### config.mk
export PLATFORM = sky130hd
export DESIGN_NAME = logic_unit
export DESIGN_NICKNAME = d
export VERILOG_FILES = /design/src/rtl/logic_unit_pkg.sv /design/src/rtl/logic_unit_fn.sv /design/src/rtl/logic_unit.sv
export SDC_FILE = /design/constraint.sdc
export NUM_CORES = 1
export LEC_CHECK = 0
export BUFFER_PORTS_ARGS = -buffer_cell sky130_fd_sc_hd__buf_4
export CAP_MARGIN = 20
export CORE_AREA = 2 2 112 114
export DETAILED_ROUTE_END_ITERATION = 10
export DIE_AREA = 0 0 114 116
export REMOVE_ABC_BUFFERS = 1
export SETUP_SLACK_MARGIN = 0.05
export SYNTH_ARGS = -nofsm -noshare
export SYNTH_HDL_FRONTEND = slang
export SYNTH_SLANG_ARGS = --single-unit
### constraint.sdc
create_clock -name clk -period 2.6 [get_ports clk]
set_input_delay 0.13 -clock clk [delete_from_list [all_inputs] [get_ports clk]]
set_output_delay 0.13 -clock clk [all_outputs]
set_load 0.05 [all_outputs]
### src/rtl/logic_unit_pkg.sv
// Shared op encoding, FSM states and the bitwise function used by logic_unit.
// apply_op works at LU_MAX_W bits; callers zero-extend operands and keep the low WIDTH bits.
package logic_unit_pkg;

  // Upper bound on the WIDTH parameter of any logic_unit instance.
  localparam int unsigned LU_MAX_W = 1024;

  typedef enum logic [2:0] {
    OP_NOT  = 3'd0,
    OP_AND  = 3'd1,
    OP_OR   = 3'd2,
    OP_XOR  = 3'd3,
    OP_NAND = 3'd4,
    OP_NOR  = 3'd5,
    OP_XNOR = 3'd6,
    OP_RSVD = 3'd7
  } op_e;

  typedef enum logic {
    IDLE  = 1'b0,
    ACCUM = 1'b1
  } state_e;

  function automatic logic [LU_MAX_W-1:0] apply_op(input op_e                 op,
                                                   input logic [LU_MAX_W-1:0] a,
                                                   input logic [LU_MAX_W-1:0] b);
    logic [LU_MAX_W-1:0] y;
    case (op)
      OP_NOT:  y = ~a;
      OP_AND:  y = a & b;
      OP_OR:   y = a | b;
      OP_XOR:  y = a ^ b;
      OP_NAND: y = ~(a & b);
      OP_NOR:  y = ~(a | b);
      OP_XNOR: y = ~(a ^ b);
      default: y = '0;
    endcase
    return y;
  endfunction

endpackage

### src/rtl/logic_unit_fn.sv
// Combinational bitwise function select; zero latency, no flow control.
// NOT returns ~a, the reserved op returns all zeros.
module logic_unit_fn import logic_unit_pkg::*; #(
  parameter int WIDTH = 8
) (
  input  op_e              op,
  input  logic [WIDTH-1:0] a,
  input  logic [WIDTH-1:0] b,
  output logic [WIDTH-1:0] y
);

  logic [LU_MAX_W-1:0] y_full;
  logic                unused_hi;

  always_comb begin
    y_full = apply_op(op, LU_MAX_W'(a), LU_MAX_W'(b));
  end

  assign y         = y_full[WIDTH-1:0];
  assign unused_hi = ^y_full[LU_MAX_W-1:WIDTH];

endmodule

### src/rtl/logic_unit.sv
// Registered selectable bitwise stage with burst fold; latency 1, one output register, in_ready = !out_valid || out_ready.
// Optional LOGIC_UNIT_POPCOUNT_EN adds a pop output registered alongside s.
module logic_unit import logic_unit_pkg::*; #(
  parameter int WIDTH = 8,
  parameter int CW    = 16
) (
  input  logic             clk,
  input  logic             rst,
  input  logic             in_valid,
  output logic             in_ready,
  input  logic [2:0]       op,
  input  logic             mode,
  input  logic             last,
  input  logic [WIDTH-1:0] e1,
  input  logic [WIDTH-1:0] e2,
  output logic             out_valid,
  input  logic             out_ready,
  output logic [WIDTH-1:0] s,
  output logic [CW-1:0]    beats,
  output logic             err
`ifdef LOGIC_UNIT_POPCOUNT_EN
  ,
  output logic [$clog2(WIDTH+1)-1:0] pop
`endif
);

  localparam logic [CW-1:0] CNT_MAX = '1;

  state_e           state_q, state_d;
  op_e              op_q, op_d;
  logic [WIDTH-1:0] acc_q, acc_d;
  logic [CW-1:0]    cnt_q, cnt_d;
  logic             out_valid_q, out_valid_d;
  logic [WIDTH-1:0] s_q, s_d;
  logic [CW-1:0]    beats_q, beats_d;
  logic             err_q, err_d;

  op_e              op_in;
  logic             in_fire;
  logic [WIDTH-1:0] first_val;
  logic [CW-1:0]    cnt_inc;
  op_e              fn_op;
  logic [WIDTH-1:0] fn_a, fn_b, fn_y;

  assign op_in     = op_e'(op);
  assign in_ready  = !out_valid_q || out_ready;
  assign in_fire   = in_valid && in_ready;
  assign first_val = (op_in == OP_NOT) ? ~e1 : e1;
  assign cnt_inc   = (cnt_q == CNT_MAX) ? cnt_q : cnt_q + CW'(1);

  // Inside a burst the fold runs on (acc, e1); NOT ignores the accumulator.
  always_comb begin
    fn_op = op_in;
    fn_a  = e1;
    fn_b  = e2;
    if (state_q == ACCUM) begin
      fn_op = op_q;
      fn_a  = (op_q == OP_NOT) ? e1 : acc_q;
      fn_b  = e1;
    end
  end

  logic_unit_fn #(.WIDTH(WIDTH)) u_fn (
    .op (fn_op),
    .a  (fn_a),
    .b  (fn_b),
    .y  (fn_y)
  );

  always_comb begin
    state_d     = state_q;
    op_d        = op_q;
    acc_d       = acc_q;
    cnt_d       = cnt_q;
    out_valid_d = out_valid_q && !out_ready;
    s_d         = s_q;
    beats_d     = beats_q;
    err_d       = err_q;
    if (in_fire) begin
      unique case (state_q)
        IDLE: begin
          if (!mode) begin
            out_valid_d = 1'b1;
            s_d         = fn_y;
            beats_d     = CW'(1);
            err_d       = (op_in == OP_RSVD);
          end else begin
            op_d  = op_in;
            acc_d = first_val;
            cnt_d = CW'(1);
            if (last) begin
              out_valid_d = 1'b1;
              s_d         = (op_in == OP_RSVD) ? '0 : first_val;
              beats_d     = CW'(1);
              err_d       = (op_in == OP_RSVD);
            end else begin
              state_d = ACCUM;
            end
          end
        end
        ACCUM: begin
          acc_d = fn_y;
          cnt_d = cnt_inc;
          if (last) begin
            out_valid_d = 1'b1;
            s_d         = fn_y;
            beats_d     = cnt_inc;
            err_d       = (op_q == OP_RSVD);
            state_d     = IDLE;
          end
        end
      endcase
    end
  end

  always_ff @(posedge clk) begin
    if (rst) begin
      state_q     <= IDLE;
      op_q        <= OP_NOT;
      acc_q       <= '0;
      cnt_q       <= '0;
      out_valid_q <= 1'b0;
      s_q         <= '0;
      beats_q     <= '0;
      err_q       <= 1'b0;
    end else begin
      state_q     <= state_d;
      op_q        <= op_d;
      acc_q       <= acc_d;
      cnt_q       <= cnt_d;
      out_valid_q <= out_valid_d;
      s_q         <= s_d;
      beats_q     <= beats_d;
      err_q       <= err_d;
    end
  end

  assign out_valid = out_valid_q;
  assign s         = s_q;
  assign beats     = beats_q;
  assign err       = err_q;

`ifdef LOGIC_UNIT_POPCOUNT_EN
  localparam int PW = $clog2(WIDTH + 1);

  logic [PW-1:0] pop_q, pop_d;

  // s_d already holds s_q when nothing loads, so pop tracks s under backpressure.
  always_comb begin
    pop_d = '0;
    for (int i = 0; i < WIDTH; i++) begin
      pop_d = pop_d + PW'(s_d[i]);
    end
  end

  always_ff @(posedge clk) begin
    if (rst) begin
      pop_q <= '0;
    end else begin
      pop_q <= pop_d;
    end
  end

  assign pop = pop_q;
`endif

endmodule

==> metrics.yaml, run 1 <==
cts_inserted_buffers: 5
ys_types: 58
p_seq_frac: 0.421
synthFlopType: "dfxtp_1"
power_frac_clock: 0.342
wl_per_cell_um: 16.6
synth_edf_count: 0
grt_pass1_wl_um: 16300
cts_hold_buf: 0
share_comb_of_total_power: 0.237
tightest_slew_ps: 647
peakVddDrop_uv: 234
final-setup-viol-count: 0
port_buffers: 51
synth_mux_area_frac: 0.0844
period_minus_slack_ps: 2360
fmax_mhz: 424
grt_pass1_vias: 3194
firstDrtPassIters: 5
cp_slowest_stage_delay_ps: 430
ys_seq_area_frac: 0.306
fin_nets: 511
ys_top_cells_by_area: "dfxtp_1 31%, mux2i_1 6.5%, nand2_1 6.1%, a21oi_1 4.3%, xor2_1 4.0%"
hold_viol: 0
syn_area_sq_um: 3530
arrival_ps: 2580
rsz0062_at_grt: "no"
synth_fa_ha_area_frac: 0.0106
vias: 3465
finalPower_uw: 2120
drc_errors: 0
ff_latch_area_sq_um: 1080
yosysTopAreaCellShare: 0.306
cap_violations: 0
switchingPower_uw: 703
die_x_um: 114
cts_buffer_depth: 2
finalInstanceArea_sq_um: 4190
yosys.area.top_type: "dfxtp_1"
multi_input_area_sq_um: 2260
core-area_sq_um: 11900
synth_xor_area_frac: 0.0695
clock_latency_ps: 300
ant_nets: 0
yosysWarningCount: 0
synth_commonest_cells: "57 x nand2_1, 54 x dfxtp_1, 37 x nor2_1, 30 x a21oi_1, 23 x mux2i_1"
internal_power_uw: 1420
die_h_um: 116
timing.final.crit_share: 0.906
io_pins: 52
htree_levels: 2
clock-sinks: 54
wl_um: 10400
start_kind: "flop"
tritoncts: "yes"
num-fill-cells: 1276
antenna_found_initial: 0
relSlewSlack: 0.566
cellPowerDensity_nw_per_um2: 506
overflow: 0
grt_max_degree: 33
required_ps: 2830
synth-simple-area-share: 0.230
synth_top_family_by_area: "compound AO/OA/AOI/OAI gates"
area_growth_pct: 18.8
hp-class: "input pin to flop"
ys_ff_latch: 54
worstRegToRegCells: 9
fin_skew_ps: 11.0
start_util: 0.296
drtIter0Drc: 189
cts-root-buf: "clkbuf_16"
placed_cells: 623
cpMaxStageDelayCell: "dfxtp_1"
avgSynthCellArea_sq_um: 7.89
detailed_place_hpwl_um: 7400
insertedDiodeCount: 0
finalMaxSlewViolations: 0
stdcell_count: 631
rows: 40
dpl_cell_area_sq_um: 4020
end_kind: "flop"
synth.most_common_cell: "nand2_1"
status: "complete, no violations"
crit_fanout: 9
via_per_inst: 5.49
hold_depth: 3
place_congestion: 0.845
grt_usage: 0.156
path_clk_slew_ps: 80
drive_gt1_frac: 0.186
finalSetupTns_ps: 0
path_class: "flop to flop"
cp_cell_sequence: "o31ai_4 -> mux2i_2 -> inv_1 -> ha_1 -> nor2_1 -> a211oi_2 -> o31ai_2 -> a311oi_1 -> nor3_1"
total_leakage_power_uw: 0.00164
async_reset_ff_frac: 0
sw_frac_of_total: 0.332
synth_compound_area_frac: 0.243
synthCells: 447
dieArea_sq_um: 13200
cells by family after synthesis:
kind of cell,count (synthesis)
AOI/OAI and AO/OA,126
buffers and inverters,42
xor gates and xnor gates,28
DFF,54
muxes,29
and+or+nand+nor,165
adders and majority gates,3
state kept, by name, summed over array words and instances (netlist names):
signal	flops
beats	16
cnt_q	16
acc_q	8
s	8
op_q	3
err	1
out_valid	1
state_q	1
area by class of cell:
class,instances,share of cell area
clock buffer,5,0.0299
clock inverter,3,0.00687
inverter,6,0.00538
multi-input combinational,351,0.539
sequential,54,0.258
tap,147,0.0439
timing repair buffer,65,0.116
metrics by stage:
step | setup WS (ps) | util | hold WS, ps
global route | 76.6 | 0.352 | 176
global placement | 388 | 0.338 | 429
detailed placement | 273 | 0.338 | 435
finish | 244 | 0.352 | 151
CTS | 261 | 0.351 | 148
floorplan | -430 | - | 199
power groups by stage:
stage	clock network [uW]	registers, uW	logic (uW)
6_report	726	892	501
3_5_place_dp	0	910	490
4_1_cts	754	891	491
5_1_grt	776	895	542
3_3_place_gp	0	909	480
2_1_floorplan	0	963	253
critical path: cells and delay by family, from the launching register on:
kind | cells | cell delay, ps
AO/OA/AOI/OAI | 4 | 810
AND/OR/NAND/NOR | 2 | 370
multiplexers | 1 | 330
flip-flops | 1 | 430
buffers and inverters | 1 | 100
adder cells (fa/ha/maj) | 1 | 260
timing repair:
action,CTS,global route
endpoints found under the setup margin,0,1
gates resized for setup,0,3
setup buffers,0,0
final timing paths:
| check | slack (ps) | startpoint | end |
|---|---|---|---|
| setup reg to reg | 240 | op_q[1] | s[6] |
| hold reg to reg | 440 | beats[12] | beats[12] |
| setup / recovery | 240 | op_q[1] | s[6] |
| hold / removal | 150 | op[2] | op_q[2] |
metal layers:
metal / up-vias / wire length (um) / GRT usage / share of wire
li1: 1703 / - / - / -
met1: 1630 / 4640 / 0.196 / 0.44
met2: 115 / 5100 / 0.272 / 0.49
met3: 17 / 516 / 0.0288 / 0.049
met4: 0 / 193 / 0.0512 / 0.018
met5: - / 0 / 0 / 0
layout by cell type, fill, tap and decap left out, drive strengths merged, types with 2 or more instances in the layout:
| master | count |
|---|---|
| and2 | 4 |
| xnor2 | 12 |
| nand4 | 4 |
| a21oi | 30 |
| nor3 | 22 |
| a221o | 7 |
| and3 | 4 |
| ha | 3 |
| a22o | 2 |
| a211oi | 8 |
| or3b | 2 |
| clkbuf | 5 |
| o21a | 2 |
| buf | 65 |
| o22ai | 7 |
| xor2 | 16 |
| nor4 | 4 |
| nor2 | 37 |
| a22oi | 10 |
| nand3 | 15 |
| nand2 | 57 |
| nand2b | 5 |
| mux2i | 23 |
| nor2b | 4 |
| a21boi | 2 |
| a31oi | 8 |
| o211ai | 5 |
| o21ai | 23 |
| dfxtp | 54 |
| mux2 | 6 |
| inv | 8 |
| nand3b | 2 |
| o31ai | 2 |
| a311oi | 15 |
Note: power is estimated with default switching activity, not from simulation.
==> run 2: changes to the inputs <==
BUFFER_PORTS_ARGS = -buffer_cell sky130_fd_sc_hd__buf_2   (was -buffer_cell sky130_fd_sc_hd__buf_4)
==> metrics.yaml, run 2 (synthesized netlist as in run 1, its figures left out) <==
grt_pass1_wl_um: 16300  # about the same
area_growth_pct: 14.8
crit_fanout: 9  # unchanged
dieArea_sq_um: 13200  # unchanged
total_leakage_power_uw: 0.00162  # -1.3%
antenna_found_initial: 0  # unchanged
cellPowerDensity_nw_per_um2: 513  # +1.5%
p_seq_frac: 0.429  # +0.008
period_minus_slack_ps: 2320  # -40.6 ps
timing.final.crit_share: 0.890  # -0.0156
end_kind: "flop"
via_per_inst: 5.49  # about the same
share_comb_of_total_power: 0.228  # -0.009
rsz0062_at_grt: "no"
die_h_um: 116  # unchanged
fin_ws_ps: 285  # +40.6 ps
drc_errors: 0  # unchanged
cap_violations: 0  # unchanged
overflow: 0  # unchanged
fmax_mhz: 432  # +1.8%
internal_power_uw: 1410  # -0.35%
start_util: 0.296  # unchanged
path_clk_slew_ps: 70  # about the same
detailed_place_hpwl_um: 7400  # about the same
cts-root-buf: "clkbuf_16"
relSlewSlack: 0.452  # -0.114
drive_gt1_frac: 0.180  # -0.00620
layout_common_cells: "57 x nand2_1, 54 x dfxtp_1, 51 x buf_2"
hold_viol: 0  # unchanged
htree_levels: 2  # unchanged
required_ps: 2820  # about the same
grt_pass1_vias: 3213  # +0.59%
worstSetupStartpoint: "op_q[1]"
ant_nets: 0  # unchanged
tritoncts: "yes"
cts_inserted_buffers: 5  # unchanged
firstDrtPassIters: 6  # +1
vias: 3466  # +0.029%
final-setup-viol-count: 0  # unchanged
grt_max_degree: 22  # -33%
clock-sinks: 54  # unchanged
grt_usage: 0.156  # -0.000355
cts_hold_buf: 0  # unchanged
whs_ps: 225  # +74.0 ps
fin_util: 0.340  # -0.0118
min-delay-start: "op[2]"
insertedDiodeCount: 0  # unchanged
io_pins: 52  # unchanged
tightest_slew_ps: 817  # +170 ps
finalMaxSlewViolations: 0  # unchanged
path_class: "flop to flop"
clock_latency_ps: 290  # about the same
hp-class: "input pin to flop"
peakVddDrop_uv: 311  # +33%
port_buffers: 51  # unchanged
status: "complete, no violations"
fin_nets: 511  # unchanged
layout_commonest_cell: "nand2_1"
place_congestion: 0.903  # +6.8%
timing.rr.start: "op_q[1]"
cts.repair.resized: 0  # unchanged
sw_frac_of_total: 0.321  # -0.0106
finalSetupTns_ps: 0  # unchanged
die_x_um: 114  # unchanged
core-area_sq_um: 11900  # unchanged
cts_buffer_depth: 2  # unchanged
wl_um: 10200  # -2.4%
dp_slack_ps: 277  # +3.89 ps
rows: 40  # unchanged
power_frac_clock: 0.343  # about the same
drtIter0Drc: 230  # +22%
switchingPower_uw: 667  # -5.0%
fin_skew_ps: 5.95  # -5.09 ps
arrival_ps: 2530  # -50 ps
finalPower_uw: 2080  # -1.9%
cts_setup_buffers: 0  # unchanged
start_kind: "flop"
wl_per_cell_um: 16.2  # -2.4%
## run 2: cell count changes in the layout (fill, tap and decap cells not counted), sizes merged
cell / change
clkinvlp: +1
inv: -1
clkbuf: +1
clkinv: -1
## run 2: critical path: stages, from the launching register on
cell and delay (ps):
dfxtp_1 420, o31ai_4 300, mux2i_1 320, inv_1 100, ha_1 250, nor2_1 110, a211oi_1 60, o31ai_1 350
a311oi_1 150, nor3_1 190
## run 2: power groups by stage
stage / logic, uW / registers [uW] / clock network (uW)
after floorplan: 253 / 963 / 0
after global placement: 461 / 910 / 0
after detailed placement: 470 / 911 / 0
after CTS: 471 / 892 / 735
after global routing: 517 / 897 / 771
final: 474 / 892 / 712
## run 2: final timing paths
path | slack [ps] | end | depth (start not counted)
worst max-delay path | 280 | s[6] | 9
worst min-delay path | 220 | op_q[2] | 3
worst max register to register | 280 | s[6] | 9
worst min register to register | 430 | beats[10] | 2
## run 2: cell type report
type                       count  area [sq um]
inverter                       6          22.5
sequential                    54          1080
multi-input combinational    351          2250
clock inverter                 2          16.3
clock buffer                   6           139
tap                          147           184
timing repair buffer          65           360
fill                        1275          7860
## run 2: per-layer routing
layer | share of wire | GRT usage | wire length, um
met1 | 0.45 | 0.203 | 4620
met2 | 0.48 | 0.269 | 4930
met3 | 0.047 | 0.0241 | 480
met4 | 0.015 | 0.0439 | 156
met5 | 0 | 0 | 0
## run 2: stage by stage
| stage | cell area (sq um) | std cells |
|---|---|---|
| 3_3_place_gp | 3890 | 623 |
| 4_1_cts | 4050 | 631 |
| 5_1_grt | 4050 | 631 |
| 2_1_floorplan | 3350 | 411 |
| 3_5_place_dp | 3890 | 623 |
| 6_report | 4050 | 631 |
